$ cat src/rtl/ram_bridge.sv
// Bridges zerocore fetch/data ports onto a single-read/single-write word RAM.
// Data has fixed priority; every granted access is answered exactly one cycle later.
module ram_bridge #(
  parameter int unsigned        ADDR_W    = 64,
  parameter logic [ADDR_W-1:0]  BASE_ADDR = ADDR_W'(64'h8000_0000)
) (
  input  logic              clk,
  input  logic              rst,
  input  logic              if_req_valid,
  output logic              if_req_ready,
  input  logic [ADDR_W-1:0] if_req_addr,
  output logic              if_rsp_valid,
  output logic [31:0]       if_rsp_inst,
  output logic              if_rsp_err,
  input  logic              d_req_valid,
  output logic              d_req_ready,
  input  logic              d_req_wen,
  input  logic [1:0]        d_req_size,
  input  logic              d_req_signed,
  input  logic [ADDR_W-1:0] d_req_addr,
  input  logic [63:0]       d_req_wdata,
  output logic              d_rsp_valid,
  output logic [63:0]       d_rsp_rdata,
  output logic              d_rsp_err,
  output logic              ram_ren,
  output logic [ADDR_W-1:0] ram_ridx,
  input  logic [63:0]       ram_rdata,
  output logic              ram_wen,
  output logic [ADDR_W-1:0] ram_widx,
  output logic [63:0]       ram_wdata,
  output logic [63:0]       ram_wmask
);

  typedef enum logic [1:0] {IDLE, PEND_IF, PEND_D} state_t;

  state_t            r_state;
  logic              r_wen;
  logic [2:0]        r_off;
  logic [1:0]        r_size;
  logic              r_signed;
  logic              r_err;

  logic              w_d_gnt;
  logic              w_if_gnt;
  logic              w_d_mis;
  logic              w_d_err;
  logic              w_if_err;
  logic              w_rd;
  logic              w_wr;
  logic [ADDR_W-1:0] w_addr;
  logic [ADDR_W-1:0] w_idx;
  logic [2:0]        w_off;
  logic [63:0]       w_lanes;
  logic [63:0]       w_shift;
  logic [63:0]       w_ext;

  // Grant, error check and RAM drive for the request granted this cycle
  always_comb begin
    w_d_gnt  = !rst && d_req_valid;
    w_if_gnt = !rst && if_req_valid && !d_req_valid;
    unique case (d_req_size)
      2'd0:    w_d_mis = 1'b0;
      2'd1:    w_d_mis = d_req_addr[0];
      2'd2:    w_d_mis = |d_req_addr[1:0];
      default: w_d_mis = |d_req_addr[2:0];
    endcase
    w_d_err  = w_d_mis || (d_req_addr < BASE_ADDR);
    w_if_err = (|if_req_addr[1:0]) || (if_req_addr < BASE_ADDR);
    w_addr   = w_d_gnt ? d_req_addr : if_req_addr;
    w_off    = w_addr[2:0];
    w_idx    = (w_addr - BASE_ADDR) >> 3;
    w_rd     = (w_if_gnt && !w_if_err) || (w_d_gnt && !d_req_wen && !w_d_err);
    w_wr     = w_d_gnt && d_req_wen && !w_d_err;
    unique case (d_req_size)
      2'd0:    w_lanes = 64'h0000_0000_0000_00FF;
      2'd1:    w_lanes = 64'h0000_0000_0000_FFFF;
      2'd2:    w_lanes = 64'h0000_0000_FFFF_FFFF;
      default: w_lanes = 64'hFFFF_FFFF_FFFF_FFFF;
    endcase
  end

  assign d_req_ready  = !rst;
  assign if_req_ready = !rst && !d_req_valid;
  assign ram_ren      = w_rd;
  assign ram_ridx     = w_rd ? w_idx : '0;
  assign ram_wen      = w_wr;
  assign ram_widx     = w_wr ? w_idx : '0;
  assign ram_wdata    = w_wr ? (d_req_wdata << {w_off, 3'b000}) : 64'd0;
  assign ram_wmask    = w_wr ? (w_lanes << {w_off, 3'b000}) : 64'd0;

  // Pending register: rewritten every cycle so a new grant can follow each response
  always_ff @(posedge clk) begin
    if (rst) begin
      r_state  <= IDLE;
      r_wen    <= 1'b0;
      r_off    <= 3'd0;
      r_size   <= 2'd0;
      r_signed <= 1'b0;
      r_err    <= 1'b0;
    end else if (w_d_gnt) begin
      r_state  <= PEND_D;
      r_wen    <= d_req_wen;
      r_off    <= d_req_addr[2:0];
      r_size   <= d_req_size;
      r_signed <= d_req_signed;
      r_err    <= w_d_err;
    end else if (w_if_gnt) begin
      r_state  <= PEND_IF;
      r_wen    <= 1'b0;
      r_off    <= if_req_addr[2:0];
      r_size   <= 2'd2;
      r_signed <= 1'b0;
      r_err    <= w_if_err;
    end else begin
      r_state  <= IDLE;
      r_err    <= 1'b0;
    end
  end

  // Load alignment and extension of the word returned by the RAM
  always_comb begin
    w_shift = ram_rdata >> {r_off, 3'b000};
    unique case (r_size)
      2'd0:    w_ext = {{56{r_signed & w_shift[7]}},  w_shift[7:0]};
      2'd1:    w_ext = {{48{r_signed & w_shift[15]}}, w_shift[15:0]};
      2'd2:    w_ext = {{32{r_signed & w_shift[31]}}, w_shift[31:0]};
      default: w_ext = w_shift;
    endcase
  end

  // A response still pending when reset arrives is dropped
  assign if_rsp_valid = !rst && (r_state == PEND_IF);
  assign if_rsp_err   = if_rsp_valid && r_err;
  assign if_rsp_inst  = (if_rsp_valid && !r_err) ?
                        (r_off[2] ? ram_rdata[63:32] : ram_rdata[31:0]) : 32'd0;
  assign d_rsp_valid  = !rst && (r_state == PEND_D);
  assign d_rsp_err    = d_rsp_valid && r_err;
  assign d_rsp_rdata  = (d_rsp_valid && !r_err && !r_wen) ? w_ext : 64'd0;

endmodule

$ cat config.mk
export PLATFORM = sky130hd
export DESIGN_NAME = ram_bridge
export DESIGN_NICKNAME = d
export VERILOG_FILES = /design/src/rtl/ram_bridge.sv
export SDC_FILE = /design/constraint.sdc
export NUM_CORES = 1
export LEC_CHECK = 0
export BUFFER_PORTS_ARGS = -buffer_cell sky130_fd_sc_hd__buf_2
export CAP_MARGIN = 20
export CORE_AREA = 2 2 244 246
export CTS_BUF_LIST = sky130_fd_sc_hd__clkbuf_2 sky130_fd_sc_hd__clkbuf_4 sky130_fd_sc_hd__clkbuf_8
export CTS_CLUSTER_DIAMETER = 100
export DETAILED_ROUTE_END_ITERATION = 16
export DIE_AREA = 0 0 246 248
export GPL_TIMING_DRIVEN = 0
export HOLD_SLACK_MARGIN = 0.15
export PLACE_DENSITY = 0.35
export SYNTH_ARGS = -nofsm -noshare
export SYNTH_HDL_FRONTEND = slang
export SYNTH_SLANG_ARGS = --single-unit
$ cat constraint.sdc
create_clock -name clk -period 8.1 [get_ports clk]
set_input_delay 0.405 -clock clk [delete_from_list [all_inputs] [get_ports clk]]
set_output_delay 0.405 -clock clk [all_outputs]
set_load 0.05 [all_outputs]
---- Word level (Yosys, flattened, before mapping) ----
Cells that the tools add are included.
word-level totals
  bits of input ports ..................... 264
  bits in read-only memories .............. 0
  memories ................................ 0
  output and inout port bits .............. 360
  memory bits (writable) .................. 0
  register bits ........................... 10
  logic and storage cells ................. 77
  bits in latches ......................... 0
operators by class
  add/subtract/negate cells ............... 1
  magnitude comparators ................... 2
  reduce and logical (&&, ||, !) cells .... 33
  divide/modulo/power cells ............... 0
  multiplexer cells ....................... 22
  bitwise logic cells ..................... 3
  equal/unequal tests ..................... 6
  shift operators ......................... 3
  multipliers ............................. 0
operators by type and width
  kind                                                  number
  case mux 64 bit (3 select lines)                      2
  2-to-1 mux 64 bit                                     4
  < comparator 64 x 32 -> 1 bit, second input constant  2
  left shift 64 x 6 -> 64 bit                           2
  2-to-1 mux 61 bit                                     2
  2-to-1 mux 32 bit                                     2
  right shift 64 x 6 -> 64 bit                          1
  subtractor 64 x 32 -> 64 bit, second input constant   1
  logical AND 1 bit                                     16
  zero test 1 bit                                       7
  == test 2 x 1 -> 1 bit, second input constant         3
  == test 2 bit, second input constant                  3
  2-to-1 mux 1 bit                                      6
  2-to-1 mux 2 bit                                      3
  2-to-1 mux 3 bit                                      2
  OR reduction 2 bit                                    3
  zero test 2 bit                                       2
  bitwise AND 1 bit                                     3
  logical OR 1 bit                                      3
  case mux 1 bit (3 select lines)                       1
  OR reduction 3 bit                                    1
  nonzero test 2 bit                                    1

---- Logic depth before layout (Yosys ltp) ----
  depth after elaboration ................. 7
  depth in mapped cells ................... 14
  mapped depth without buffers ............ 9

---- Least setup slack after synthesis ----
No wires, ideal clock.
  kind .................................... input to output
  from .................................... in rst
  to ...................................... out ram_wmask[41]
  path slack .............................. 2199 ps
  arrival time ............................ 5496 ps
  buffers on the path ..................... 4
  data required time ...................... 7695 ps
  stages on the path ...................... 9
  path through ............................ nand2b_1 > buf_4 > mux2_2 > buf_2 > buf_4 > nor2_1 > o21a_1 > a2111oi_0 > buf_4
between the ends
  word-level cells in the longest chain between the ends .. 5
  elaborated cells between the ends (all ways) .. 7
ends and longest elaborated chain
  item                                                              line    text
  from (decl)                                                       8       input logic rst,
  zero test 1 bit *                                                 59      w_d_gnt = !rst && d_req_valid;
  logical AND 1 bit *                                               59
  2-to-1 mux 64 bit or logical AND 1 bit (tied branches)            69, 73
  left shift 64 x 6 -> 64 bit or logical AND 1 bit (tied branches)  89, 73
  2-to-1 mux 64 bit *                                               89      assign ram_wmask = w_wr ? (w_lanes << {w_off, 3'b000}) : 64'd0;
  to (decl)                                                         31      output logic [63:0] ram_wmask
Mark *: on every way between the ends. The rest lies on a longest branch, timed or not.

---- Worst setup path in the final report ----
  from .................................... in d_req_valid
  to ...................................... out ram_widx[60]
between the ends
  word-level cells in the longest chain between the ends .. 4
  elaborated cells between the ends (all ways) .. 6
ends and longest elaborated chain
  item                                                               line    text
  from (decl)                                                        15      input logic d_req_valid,
  logical AND 1 bit *                                                59
  2-to-1 mux 64 bit or logical AND 1 bit (tied branches)             69, 73
  subtractor 64 x 32 -> 64 bit or logical AND 1 bit (tied branches)  71, 73
  2-to-1 mux 61 bit *                                                87      assign ram_widx = w_wr ? w_idx : '0;
  to (decl)                                                          29      output logic [ADDR_W-1:0] ram_widx,
Marks and branches as above.

==> Flow_metrics.wiki <==
{| class="wikitable"
! Metric !! Value
|-
| Power per unit of standard cell area || 73.7 mW/mm²
|-
| Post-placement worst setup slack || between 2000 and 3000 ps
|-
| Critical path buffers and inverters || 8
|-
| Post-CTS Hold Buffers || 0
|-
| Antenna violations before repair || 6
|-
| Detailed router's first-iteration violation count || 731
|-
| Post-Layout Cell Count || between 2,000 and 3,000
|-
| Total wirelength of the detailed-routed design || 62,900 µm
|-
| Library cell appearing most often on the critical path || sky130_fd_sc_hd__buf_2
|-
| Highest cell delay on the worst timing path || just under 500 ps
|-
| Placement Rows || just under 90
|-
| Clock Power Share || 0.070
|-
| Wire length of the first global-routing pass || around 86,000 µm
|-
| Number of synthesized flops with an enable pin || 0
|-
| Outcome || finished clean
|-
| CTS tree || built
|-
| Relative contribution of combinational cells to total power || 0.867
|-
| Mean area per synthesized cell || between 6 and 7 µm²
|-
| Number of buffers inserted during clock tree synthesis || 3
|-
| Launch point of the worst reg-to-reg path || r_off[1]
|-
| CTS resizes || 0
|-
| Number of levels the H-tree was split into || 1
|-
| Count of pins over their slew limit || 0
|-
| Share of layout cells above drive strength 1 || 0.419
|-
| Remaining global-route overflow || 0
|-
| CP Cell Sequence || buf_2 > nand2b_1 > buf_4 > buf_6 > buf_4 > buf_2 > buf_2 > buf_2 > mux2i_1 > ha_1 > o211ai_1 > nor3_2 > nand3_1 > o31a_1 > nor3_1 > buf_2
|-
| Final layout net count || 2,189
|-
| # placed instances || roughly 2,700
|-
| FFs w/ async S/R, synth || 0
|-
| Leakage power figure || 6.49 nW
|-
| Slew @ Worst Pin || about 970 ps
|-
| Clock Tree Root || sky130_fd_sc_hd__clkbuf_8
|-
| Initial core utilization || 0.137
|-
| Area of the mapped netlist || ~0.008 mm²
|-
| Reg clk slew, reported paths || about 50 ps
|-
| Area inside the core boundary || approximately 0.058 mm²
|-
| Total of endpoints with negative setup slack in the final report || 0
|-
| Hold Crit Class || in -> reg
|-
| Fmax || between 150 and 200 MHz
|-
| Via count of the first global-routing pass || between 10,000 and 15,000
|-
| Share of the core filled with cells || 0.208
|-
| Average wire per standard cell || 23.3 µm
|-
| Maximum resistive drop on vdd || around 0.00003 V
|-
| Number of vias after detailed routing || about 12,000
|-
| Post-CTS Setup Bufs || 0
|-
| Fill cell count || 6,917
|-
| Register area share after synthesis || 0.0250
|-
| Die boundary height || between 200 and 250 µm
|-
| Count of state elements after synthesis || 10
|-
| Power Total || 0.000897 W
|-
| Peak fanout along the critical path || 10
|-
| RSZ-0062 raised after global routing || no
|-
| Area of the die || ~0.06 mm²
|-
| Total net switching power || 0.000562 W
|-
| HPWL after detailed placement || about 54,000 µm
|-
| Final weighted congestion of routability-driven global placement || between 0.9 and 1
|-
| Power share of the sequential group || 0.063
|-
| WHS Endpoint || r_signed
|-
| Switching Share || 0.627
|-
| Maxcap violations || 0
|-
| CP max stage cell || sky130_fd_sc_hd__nor3_2
|-
| Cell internal pwr || between 0.0003 and 0.0004 W
|-
| Boundary pin count || 624
|-
| Count of cells along the worst hold path || 3
|-
| Maximum clock skew at final layout || 0 ps
|-
| Router iterations before antenna repair || 5
|-
| Warnings from Yosys || 0
|-
| Post-detailed-route DRC marker count || 0
|-
| Type of element launching the critical path || input port
|-
| Port buffer count || ~600
|-
| Worst reg2reg path depth || 6
|-
| Final hold violation count || 0
|-
| Number of routed nets with antenna violations || 0
|-
| Number of distinct library cell variants in the gate-level netlist after synthesis || slightly above 60
|-
| CTS Buffer Depth || 2
|-
| Number of instances in the synthesized netlist || approximately 1,300
|-
| Vias/cell || approximately 4.6
|-
| Origin of the worst min-delay path || d_req_signed
|-
| Final TNS setup || 0 ps
|-
| Post-synth top flop || sky130_fd_sc_hd__dfxtp_1
|-
| Capture instance of the worst register-to-register path || r_off[1]
|-
| Cell family with most CP delay || buffers and inverters
|-
| GRT Util Overall || 0.191
|-
| # clock sinks || 10
|-
| Type of the worst setup path || in -> out
|-
| Width of the die || around 250 µm
|-
| Fin crit share || 0.658
|-
| Area added between synthesis and finish || 51.9%
|-
| Element type at the critical path end || primary output
|-
| Clock Latency Late Sink || 230 ps
|-
| Worst slew margin relative to its limit || 0.338
|-
| Data required, critical path || ~7700 ps
|-
| Minimum clock period || approximately 5300 ps
|-
| WP data arrival || 4920 ps
|-
| Reg2reg setup slack || 5240 ps
|-
| Crit path setup slack, layout || 2770 ps
|-
| Largest net degree at the start of global routing || 15
|}
-- how the worst max path moves through the flow --
stage,start,to,slack [ps],depth (start not counted)
2_1_floorplan,rst,ram_wmask[41],2200,9
3_3_place_gp,d_req_valid,ram_wmask[45],2540,10
3_5_place_dp,d_req_valid,ram_ridx[60],2720,16
4_1_cts,d_req_valid,ram_ridx[60],2700,16
5_1_grt,d_req_valid,ram_widx[60],2460,16
6_report,d_req_valid,ram_widx[60],2770,16
-- registers in the layout, summed over array words and instances (netlist names) --
| signal | cells |
|---|---|
| r_off | 3 |
| r_err | 1 |
| r_state | 2 |
| r_size | 2 |
| r_signed | 1 |
| r_wen | 1 |
-- per-layer routing --
metal,wire (µm),part of all wire,GRT usage
met5,46,0.00073,0
met4,1500,0.024,0.0437
met3,4050,0.064,0.0271
met2,30900,0.49,0.345
met1,26400,0.42,0.238
-- synth_stat cells (8+ instances only) --
cell / n / area [µm²]
sky130_fd_sc_hd__a211oi_1: 34 / 255
sky130_fd_sc_hd__a21oi_1: 114 / 571
sky130_fd_sc_hd__a31oi_1: 11 / 68.8
sky130_fd_sc_hd__a32oi_1: 8 / 70.1
sky130_fd_sc_hd__and2_1: 10 / 62.6
sky130_fd_sc_hd__and3_1: 9 / 56.3
sky130_fd_sc_hd__buf_1: 11 / 41.3
sky130_fd_sc_hd__buf_2: 19 / 95.1
sky130_fd_sc_hd__buf_4: 66 / 495
sky130_fd_sc_hd__clkbuf_1: 67 / 251
sky130_fd_sc_hd__dfxtp_1: 10 / 200
sky130_fd_sc_hd__inv_1: 10 / 37.5
sky130_fd_sc_hd__mux2_2: 35 / 394
sky130_fd_sc_hd__mux2i_1: 172 / 1720
sky130_fd_sc_hd__nand2_1: 137 / 514
sky130_fd_sc_hd__nand2b_1: 10 / 62.6
sky130_fd_sc_hd__nand3_1: 33 / 165
sky130_fd_sc_hd__nor2_1: 298 / 1120
sky130_fd_sc_hd__nor2b_1: 8 / 50.1
sky130_fd_sc_hd__nor3_1: 40 / 200
sky130_fd_sc_hd__nor3_2: 32 / 320
sky130_fd_sc_hd__nor3b_1: 8 / 60.1
sky130_fd_sc_hd__nor4_1: 18 / 113
sky130_fd_sc_hd__o21ai_0: 27 / 135
sky130_fd_sc_hd__o22ai_1: 12 / 75.1
sky130_fd_sc_hd__or2_2: 11 / 68.8
sky130_fd_sc_hd__xnor2_1: 11 / 96.3
sky130_fd_sc_hd__xor2_1: 12 / 105
-- layout by cell type, fill, tap and decap left out, types with 11 or more instances in the layout --
cell type	n
sky130_fd_sc_hd__mux2i_1	172
sky130_fd_sc_hd__mux2_2	35
sky130_fd_sc_hd__clkbuf_1	67
sky130_fd_sc_hd__o21ai_0	27
sky130_fd_sc_hd__nand2_1	137
sky130_fd_sc_hd__nor2_1	298
sky130_fd_sc_hd__xnor2_1	11
sky130_fd_sc_hd__a21oi_1	114
sky130_fd_sc_hd__nor3_1	40
sky130_fd_sc_hd__nor4_1	18
sky130_fd_sc_hd__or2_2	11
sky130_fd_sc_hd__o22ai_1	12
sky130_fd_sc_hd__a211oi_1	34
sky130_fd_sc_hd__nor3_2	32
sky130_fd_sc_hd__buf_1	11
sky130_fd_sc_hd__nand3_1	33
sky130_fd_sc_hd__buf_4	69
sky130_fd_sc_hd__a31oi_1	11
sky130_fd_sc_hd__xor2_1	12
sky130_fd_sc_hd__buf_2	635
-- stage by stage --
step	instance area, µm²	hold WS [ps]
after floorplan	8020	546
after global routing	12200	444
after global placement	12100	622
after detailed placement	12100	625
after CTS	12200	409
final	12200	415
-- layout make-up --
class	instances	area, µm²	share of cell area
timing repair buffer	619	3110	0.255
antenna	2	5.00	0.000412
inverter	12	45.0	0.00370
clock buffer	4	55.1	0.00453
multi-input combinational	1109	6830	0.562
tap	773	967	0.0795
sequential	10	200	0.0165
buffer	169	951	0.0782
-- power groups by stage --
stage               Sequential, W  Combinational (W)  Clock [W]
floorplan               0.0000556           0.000473          0
global placement        0.0000577           0.000773          0
detailed placement      0.0000578           0.000768          0
CTS                     0.0000568           0.000771  0.0000648
global route            0.0000573           0.000823  0.0000670
finish                  0.0000568           0.000777  0.0000624
-- logic make-up (layout without fill, tap and decap cells) --
| family | after synthesis | in the layout | share of synthesized area |
|---|---|---|---|
| flip-flops | 10 | 10 | 0.0250 |
| XOR/XNOR | 23 | 23 | 0.0252 |
| AND/OR/NAND/NOR | 636 | 636 | 0.372 |
| other | 1 | 8 | 0.000469 |
| AO/OA/AOI/OAI | 232 | 232 | 0.178 |
| buffers and inverters | 181 | 804 | 0.124 |
| adder cells (fa/ha/maj) | 1 | 1 | 0.00156 |
| multiplexers | 211 | 211 | 0.274 |
-- tightest hold or removal path: cells and delay by family --
family                 cells  cell delay [ps]
AO/OA/AOI/OAI              1               50
buffers and inverters      1               80
AND/OR/NAND/NOR            1               70
Power figures use the tool's default switching activity.
